[config.mk]
export PLATFORM = sky130hd
export DESIGN_NAME = pe_mux_arbiter_flat
export DESIGN_NICKNAME = d
export VERILOG_FILES = /design/src/rtl/pe_mux_arbiter_if.sv /design/src/rtl/pe_mux_arbiter.sv /design/src/flat_wrapper.sv
export SDC_FILE = /design/constraint.sdc
export NUM_CORES = 1
export LEC_CHECK = 0
export CAP_MARGIN = 30
export CELL_PAD_IN_SITES_DETAIL_PLACEMENT = 0
export CELL_PAD_IN_SITES_GLOBAL_PLACEMENT = 2
export CORE_MARGIN = 2
export CORE_UTILIZATION = 25
export CTS_BUF_LIST = sky130_fd_sc_hd__clkbuf_8
export DETAILED_ROUTE_END_ITERATION = 12
export PLACE_DENSITY = 0.79
export SYNTH_ARGS = -nofsm -noshare
export SYNTH_HDL_FRONTEND = slang
export SYNTH_SLANG_ARGS = --single-unit
[constraint.sdc]
create_clock -name clk -period 3.4 [get_ports clk]
set_input_delay 0.68 -clock clk [delete_from_list [all_inputs] [get_ports clk]]
set_output_delay 0.68 -clock clk [all_outputs]
set_load 0.02 [all_outputs]
[src/rtl/pe_mux_arbiter_if.sv]
// Requester / writeback handshake bundle for pe_mux_arbiter.
// master = arbiter side, slave = requesters plus downstream consumer.
interface pe_mux_arbiter_if #(
    parameter int unsigned WIDTH     = 8,
    parameter int unsigned SEL_WIDTH = 3
);
    localparam int unsigned N = 1 << SEL_WIDTH;

    logic [N-1:0]         req_valid;
    logic [N-1:0]         req_last;
    logic [WIDTH-1:0]     req_data [N-1:0];
    logic [N-1:0]         req_ready;
    logic [SEL_WIDTH-1:0] mux_sel;
    logic                 out_valid;
    logic [WIDTH-1:0]     out_data;
    logic [SEL_WIDTH-1:0] out_src;
    logic                 out_last;
    logic                 out_ready;
    logic                 busy;
    logic                 timeout_err;

    modport master (
        input  req_valid, req_last, req_data, out_ready,
        output req_ready, mux_sel, out_valid, out_data, out_src, out_last, busy, timeout_err
    );

    modport slave (
        output req_valid, req_last, req_data, out_ready,
        input  req_ready, mux_sel, out_valid, out_data, out_src, out_last, busy, timeout_err
    );
endinterface

[src/rtl/pe_mux_arbiter.sv]
// Round-robin burst arbiter driving the PE result mux select, with one registered output stage.
// Optional idle-grant timeout enabled by defining PE_MUX_ARB_TIMEOUT_EN.
module pe_mux_arbiter #(
    parameter int unsigned WIDTH     = 8,
    parameter int unsigned SEL_WIDTH = 3,
    parameter int unsigned TIMEOUT   = 16
) (
    input  logic             clk,
    input  logic             rst_n,
    pe_mux_arbiter_if.master bus
);
    localparam int unsigned N = 1 << SEL_WIDTH;

    if (TIMEOUT < 1) begin : g_timeout_chk
        $error("TIMEOUT must be at least 1");
    end

    typedef enum logic [0:0] {StIdle, StBusy} state_e;

    state_e               state;
    logic [SEL_WIDTH-1:0] rr_ptr;
    logic [SEL_WIDTH-1:0] mux_sel;
    logic                 out_valid;
    logic [WIDTH-1:0]     out_data;
    logic [SEL_WIDTH-1:0] out_src;
    logic                 out_last;
    logic                 timeout_err;

    logic [SEL_WIDTH-1:0] winner;
    logic [SEL_WIDTH-1:0] cand;
    logic                 found;
    logic                 can_load;
    logic                 accept;
    logic                 tmo_hit;

    // First valid requester at or above rr_ptr, wrapping modulo N.
    always_comb begin
        winner = rr_ptr;
        cand   = '0;
        found  = 1'b0;
        for (int unsigned i = 0; i < N; i++) begin
            cand = SEL_WIDTH'(rr_ptr + i);
            if (!found && bus.req_valid[cand]) begin
                winner = cand;
                found  = 1'b1;
            end
        end
    end

    assign can_load = !out_valid || bus.out_ready;
    assign accept   = (state == StBusy) && can_load && bus.req_valid[mux_sel];

    always_comb begin
        bus.req_ready = '0;
        if (state == StBusy) begin
            bus.req_ready[mux_sel] = can_load;
        end
    end

`ifdef PE_MUX_ARB_TIMEOUT_EN
    localparam int unsigned CntW = $clog2(TIMEOUT + 1);

    logic [CntW-1:0] idle_cnt;
    logic [CntW-1:0] idle_cnt_inc;

    assign idle_cnt_inc = idle_cnt + 1'b1;
    // Release on the edge that would bring the idle count to TIMEOUT.
    assign tmo_hit = (state == StBusy) && !bus.req_valid[mux_sel] &&
                     (idle_cnt_inc == CntW'(TIMEOUT));

    always_ff @(posedge clk or negedge rst_n) begin
        if (!rst_n) begin
            idle_cnt <= '0;
        end else if ((state != StBusy) || bus.req_valid[mux_sel] || tmo_hit) begin
            idle_cnt <= '0;
        end else begin
            idle_cnt <= idle_cnt_inc;
        end
    end
`else
    assign tmo_hit = 1'b0;
`endif

    always_ff @(posedge clk or negedge rst_n) begin
        if (!rst_n) begin
            state       <= StIdle;
            rr_ptr      <= '0;
            mux_sel     <= '0;
            out_valid   <= 1'b0;
            out_data    <= '0;
            out_src     <= '0;
            out_last    <= 1'b0;
            timeout_err <= 1'b0;
        end else begin
            timeout_err <= tmo_hit;
            if (accept) begin
                out_valid <= 1'b1;
                out_data  <= bus.req_data[mux_sel];
                out_src   <= mux_sel;
                out_last  <= bus.req_last[mux_sel];
            end else if (bus.out_ready) begin
                out_valid <= 1'b0;
            end
            unique case (state)
                StIdle: begin
                    if (|bus.req_valid) begin
                        mux_sel <= winner;
                        state   <= StBusy;
                    end
                end
                StBusy: begin
                    if ((accept && bus.req_last[mux_sel]) || tmo_hit) begin
                        state  <= StIdle;
                        rr_ptr <= mux_sel + 1'b1;
                    end
                end
                default: state <= StIdle;
            endcase
        end
    end

    assign bus.mux_sel     = mux_sel;
    assign bus.out_valid   = out_valid;
    assign bus.out_data    = out_data;
    assign bus.out_src     = out_src;
    assign bus.out_last    = out_last;
    assign bus.busy        = (state == StBusy);
    assign bus.timeout_err = timeout_err;

endmodule

[src/flat_wrapper.sv]
// flat-port wrapper written by rule: the top's interface ports become plain ports
module pe_mux_arbiter_flat 
#(
    parameter int unsigned WIDTH     = 8,
    parameter int unsigned SEL_WIDTH = 3,
    parameter int unsigned TIMEOUT   = 16
)
  (clk, rst_n, bus_req_valid, bus_req_last, bus_req_data, bus_out_ready, bus_req_ready, bus_mux_sel, bus_out_valid, bus_out_data, bus_out_src, bus_out_last, bus_busy, bus_timeout_err);
  pe_mux_arbiter_if #(.WIDTH(WIDTH), .SEL_WIDTH(SEL_WIDTH)) bus_i ();
  input  logic clk;
  input  logic rst_n;
  input wire logic [$bits(bus_i.req_valid)-1:0] bus_req_valid;
  input wire logic [$bits(bus_i.req_last)-1:0] bus_req_last;
  input wire logic [$bits(bus_i.req_data)-1:0] bus_req_data;
  input wire logic [$bits(bus_i.out_ready)-1:0] bus_out_ready;
  output wire logic [$bits(bus_i.req_ready)-1:0] bus_req_ready;
  output wire logic [$bits(bus_i.mux_sel)-1:0] bus_mux_sel;
  output wire logic [$bits(bus_i.out_valid)-1:0] bus_out_valid;
  output wire logic [$bits(bus_i.out_data)-1:0] bus_out_data;
  output wire logic [$bits(bus_i.out_src)-1:0] bus_out_src;
  output wire logic [$bits(bus_i.out_last)-1:0] bus_out_last;
  output wire logic [$bits(bus_i.busy)-1:0] bus_busy;
  output wire logic [$bits(bus_i.timeout_err)-1:0] bus_timeout_err;
  assign bus_i.req_valid = bus_req_valid;
  assign bus_i.req_last = bus_req_last;
  assign bus_i.req_data = {>>{bus_req_data}};
  assign bus_i.out_ready = bus_out_ready;
  assign bus_req_ready = bus_i.req_ready;
  assign bus_mux_sel = bus_i.mux_sel;
  assign bus_out_valid = bus_i.out_valid;
  assign bus_out_data = bus_i.out_data;
  assign bus_out_src = bus_i.out_src;
  assign bus_out_last = bus_i.out_last;
  assign bus_busy = bus_i.busy;
  assign bus_timeout_err = bus_i.timeout_err;
  pe_mux_arbiter #(.WIDTH(WIDTH), .SEL_WIDTH(SEL_WIDTH), .TIMEOUT(TIMEOUT)) u_core (.clk(clk), .rst_n(rst_n), .bus(bus_i));
endmodule
## Word-level counts from Yosys, hierarchy flattened

Cells that the tools add are included.

- Bits in registers: 20
- Logic and storage cells: 95

- $add $sub $neg: 8
- $lt $le $gt $ge: 10
- Multiplexer cells: 44
- Bitwise gates (word level): 2
- Reductions and logical operators: 24

Operators with widths:

| cell | count |
|---|---|
| 3-bit by 4-bit less-than comparator with 1-bit output, second input constant | 9 |
| 1-bit binary-select mux with 3-bit select | 10 |
| 8-bit binary-select mux with 3-bit select | 1 |
| 1-bit 2-to-1 mux | 22 |
| 3-bit 2-to-1 mux | 7 |
| 8-bit 2-to-1 mux | 2 |
| 3-bit adder, second input constant | 4 |
| 1-bit logical AND | 11 |
| 8-bit bitwise AND | 1 |
| 1-bit zero test | 8 |
| 8-bit OR reduction | 1 |
| 3-bit by 1-bit adder with 3-bit output, second input constant | 2 |
| 3-bit by 2-bit adder with 3-bit output, second input constant | 2 |
| 2-bit AND reduction | 2 |
| 1-bit demux with 3-bit select | 1 |
| 3-bit by 1-bit >= comparator with 1-bit output, second input constant | 1 |
| 1-bit one-hot mux with 2 select lines | 1 |
| 2-bit nonzero test | 1 |
| 1-bit logical OR | 1 |
| 1-bit NOT | 1 |

## Depth between registers and ports, before layout

Gate-level depths: netlist of run 1.

- Depth after elaboration: 24
- Depth in mapped cells: 14
- Depth with buffers taken out: 9

## Worst setup path after synthesis of run 1

OpenSTA, ideal clock, no wires.

- Path type: reg2reg
- Start point: reg u_core.rr_ptr[1]
- End point: reg u_core.mux_sel[0] (netlist: u_core.bus.mux_sel[0])
- Arrival: 2.938 ns
- Data required time: 3.275 ns
- Slack: 0.337 ns
- Cell stages (with the launch flop): 14
- Period minus slack after synthesis: 3.063 ns
- Cells stage by stage: dfrtp_1 -> buf_4 -> buf_6 -> inv_1 -> ha_1 -> buf_6 -> buf_8 -> mux4_2 -> mux2_4 -> or2_4 -> nor3_4 -> a211oi_2 -> xnor2_1 -> mux2_2

- Word-level cells in the longest chain between the ends: 24
- Elaborated cells between the ends (all ways): 51
- Those cells by class: 7 x add/sub; 30 x mux; 14 x reduce/logical

RTL lines:

| item | line | source |
|---|---|---|
| start, declared | pe_mux_arbiter.sv:21 | `logic [SEL_WIDTH-1:0] rr_ptr;` |
| start signal, assigned | pe_mux_arbiter.sv:114 | `rr_ptr <= mux_sel + 1'b1;` |
| branches (longest 23 deep; another with 3-bit by 1-bit adder with 3-bit output) | n/a |  |
| 3-bit 2-to-1 mux * | pe_mux_arbiter.sv:43 | `if (!found && bus.req_valid[cand]) begin` |
| end signal, assigned | pe_mux_arbiter.sv:107 | `mux_sel <= winner;` |
| end, declared | pe_mux_arbiter.sv:22 | `logic [SEL_WIDTH-1:0] mux_sel;` |

Every way passes the cells marked *. The select of a mux whose other input is x is not followed.
A chain may end at the register's enable or synchronous reset.

## Final worst setup path of run 1

Ends and elaborated chain as after synthesis.

==> results by stage, run 1 <==
Synthesis:
- The most used flip-flop cell after synthesis is dfrtp_1.
- Yosys mapped a number of flops with a built-in enable equal to 0.
- Yosys printed 0 warnings.
- The unique cell type count in the Yosys netlist is 57.
- Synthesis inferred 20 register bits.
- The portion of the post-synthesis area used by sequential elements is 20.49%.
- The mean cell area of the mapped netlist is between 10 and 15 um^2.
- The number of nets produced by synthesis is 323.
- The instance count of the mapped netlist is 237.
- The cell area that synthesis handed to floorplanning was around 0.0024 mm^2.
- In the post-synthesis netlist, the biggest area contributors are mux4_2 25%, dfrtp_1 20%, mux2i_1 9.4%, nor2_1 3.5%, a21oi_1 3.1%.
- The area fraction of the dominant cell type after synthesis is 24.90%.
- Of all flip-flops after synthesis, the portion carrying an async set or reset was 100.0%.
- mux4_2 takes more of the synthesized area than any other cell.

Power:
- The worst vdd rail ir drop is 0.4191 mV.
- The internal power of the cells totals 0.001876 W.
- The total power divided by cell area is 980.0 mW/mm^2.
- In this run, flip-flops and latches consume 13.6% of the power.
- In this run the power spent charging and discharging nets is 0.001741 W.
- The leakage power of the design is 1.415 nW.
- Total power for the finished layout comes to 0.003617 W.
- The clock network power share is 5.2%.
- The logic gate share of total power is 81.2%.
- Net switching is 48.13% of the power.

CTS:
- The clock sink total is 20.
- The CTS tree is yes.
- Clock latency on the worst-skew pair, taken at its later pin, is 0.27 ns.
- The maximum level of the CTS H-tree is 1.
- The maximum count of clock buffers along a single path is 2.
- In this run the post-CTS setup repair buffer count came out at 0.
- The total clock buffers created by CTS is 3.
- The count of instances resized after the clock tree is built is 0.
- The cell at the root of the clock tree is clkbuf_8.
- The post-cts hold buffer count is 0.
- Clock-pin slew was measured on the worst setup and hold paths at 0.08 ns.

STA:
- The number of setup violations in the final report is 0.
- Across the routed clock network, the largest skew measured is 0.004676 ns.
- The hold violation count in the final report is 0.
- Based on the critical path, the design can be clocked at up to about 320 MHz.
- The total negative slack for setup checks is 0 ns.
- The ratio of final minimum period to clock period is 91.47%.
- The final-report max-slew violation count is 0.
- Setup repair after global routing left no endpoint under its margin.
- For the pin with the worst max-slew slack, the measured transition is 0.9550 ns.
- The worst pin sits at a relative slew slack of 36.13%.
- The final-layout worst hold slack is 0.4927 ns.
- Subtracting the final worst setup slack from the clock period gives slightly above 3 ns.

Floorplanning:
- The core box area is 0.009639 mm^2.
- The number of placed I/O pins is 109.
- The die covers 0.01058 mm^2.
- From bottom edge to top edge, the die measures around 100 um.
- The floorplan step set the die width to 102.8 um.
- The site row count is 36.
- The starting density of the core is 25.34%.

Route:
- The routed via count is 2346.
- The post-detailed-route DRC marker count is 0.
- The first detailed-routing pass took 4 iterations.
- Wires add up to 7.917 mm.
- The detail route stage leaves a number of antenna-violating nets equal to 0.
- After detailed routing, the average wire length per cell comes to 16.81 um.
- Dividing the detail-routed via count by the number of cells gives 4.981.
- The detailed router finished its first iteration with roughly 150 violations.

Placed design:
- The number of port buffers is 107.
- Summing all placed instances gives a cell area of 0.003636 mm^2.
- The final weighted congestion in routability-driven placement is between 0.8 and 0.9.
- The HPWL after detailed placement is roughly 6.3 mm.

Worst setup path:
- The nature of the critical path startpoint is a register.
- The kind of end point of the critical path is a register.
- The data required time at the worst endpoint is 3.56 ns.
- The worst setup path is of the reg2reg kind.
- The largest fanout of any net on the critical path is 11.
- The worst path arrival time is around 3.3 ns.

Cells and area:
- The total of fill cells in the finished design is 972.
- The area growth from synthesis to layout is 51.13%.
- The number of nets in the finished design is roughly 430.
- The share of layout cells above drive strength 1 is 18.34%.
- The number of antenna diodes in the final layout is 0.
- The post-route standard cell area excluding fillers is around 0.0037 mm^2.

Hold path:
- The min-delay analysis places its worst path in the category reg2reg.

Job:
- The count of max-cap constraint violations is 0.

Global route:
- The final global-route overflow total is 0.
- The via count of the first global-routing pass is 2226.
- The combined global-route utilization of all metal layers is 14.44%.
- The first global-routing pass estimated 11.81 mm of wire.
- The number of antenna violations at the first check in global routing is 0.
- The pin count of the biggest net entering global routing is 25.

Outcome:
- The run finished with clean final reports.
cell families (layout without fill, tap and decap cells):
family          Yosys count  count (layout)  synth area share [%]
buf+inv                  28             129                 6.096
other cells               1               1                0.1535
fa+ha+maj                 3               3                 1.537
flops                    20              20                 20.49
mux                      62              62                 40.78
xor+xnor                  6               6                 2.767
compound gates           49              49                 14.45
simple gates             68              68                 13.73
layout by cell type, fill, tap and decap left out, types with 5 or more instances in the layout:
cell / synthesis / layout
clkdlybuf4s50_1: 0 / 107
inv_1: 7 / 7
nand2_1: 14 / 14
mux4_2: 27 / 27
o21ai_0: 6 / 6
buf_4: 3 / 10
mux2i_1: 23 / 23
nor3_1: 7 / 7
nor2_1: 23 / 23
nand3_1: 8 / 8
mux2_2: 5 / 5
a21oi_1: 15 / 15
dfrtp_1: 20 / 20
area by class of cell:
type	count	area, um^2	share of cell area (%)
Sequential cell	20	500.5	13.56
Multi-Input combinational cell	189	1793	48.58
Clock buffer	4	55.05	1.492
Inverter	8	30.03	0.8136
Tap cell	133	166.4	4.508
Timing Repair Buffer	117	1146	31.05
synth_stat cells, drive strengths merged (2+ instances only):
cell and instances:
a211oi 3, a21o 3, a21oi 15, a31oi 3
and2 2, buf 14, clkbuf 6, dfrtp 20
ha 3, inv 8, mux2 11, mux2i 23
mux4 28, nand2 14, nand2b 5, nand3 8
nor2 23, nor3 8, nor4 2, o21ai 7
o221a 2, o221ai 5, or2 3, xnor2 3
xor2 3
metal layers:
| layer | wire length, um | GRT usage (%) |
|---|---|---|
| met5 | 0 | 0 |
| met3 | 249 | 2.169 |
| met1 | 3789 | 22.11 |
| met2 | 3804 | 21.47 |
| met4 | 74 | 3.239 |
stage by stage:
step / util, % / instances / worst slack (ns)
finish: 38.29 / 471 / 0.2899
global route: 38.29 / 471 / 0.09998
detailed placement: 37.72 / 467 / 0.1310
CTS: 38.29 / 471 / 0.2730
floorplan: - / 237 / 0.3370
global placement: 37.72 / 467 / 0.1895
state kept, by name (all words and copies together) (netlist names):
name                  cells
u_core.bus.out_data       8
u_core.bus.mux_sel        3
u_core.bus.out_src        3
u_core.rr_ptr             3
u_core.bus.busy           1
u_core.bus.out_last       1
u_core.bus.out_valid      1
final timing paths:
kind	from	endpoint	slack, ns	cells past startpoint
hold reg to reg	u_core.bus.out_last	u_core.bus.out_last	0.49	1
min in group asynchronous	rst_n	u_core.bus.out_data[3]	0.94	1
max in group asynchronous	rst_n	u_core.bus.out_data[2]	1.88	1
setup reg to reg	u_core.rr_ptr[1]	u_core.bus.mux_sel[0]	0.29	9
hold / removal	u_core.bus.out_last	u_core.bus.out_last	0.49	1
setup / recovery	u_core.rr_ptr[1]	u_core.bus.mux_sel[0]	0.29	9
critical path, stage by stage, from the launching register on:
cell      delay, ns
dfrtp_1        0.35
inv_1          0.10
ha_1           0.61
mux4_1         0.69
mux2_4         0.33
or2_4          0.25
nor3_4         0.19
a211oi_2       0.10
xnor2_1        0.12
mux2_2         0.27
power groups by stage:
stage	Combinational, W	Clock, W	Sequential [W]
global route	0.00319	0.000208	0.000515
finish	0.00294	0.000189	0.000491
CTS	0.00295	0.000195	0.000494
global placement	0.00293	0	0.000494
floorplan	0.00211	0	0.000547
detailed placement	0.00294	0	0.000497
Note: power is estimated with default switching activity, not from simulation.
==> run 2, diff against run 1 <==
- SKIP_LAST_GASP: not set -> 1
==> results of run 2 <==
The final DEF is identical to that of run 1; final timing and power are the same.
==> run 3, diff against run 2 <==
- TNS_END_PERCENT: not set -> 20
==> results of run 3 <==
The final DEF is identical to that of run 1; final timing and power are the same.
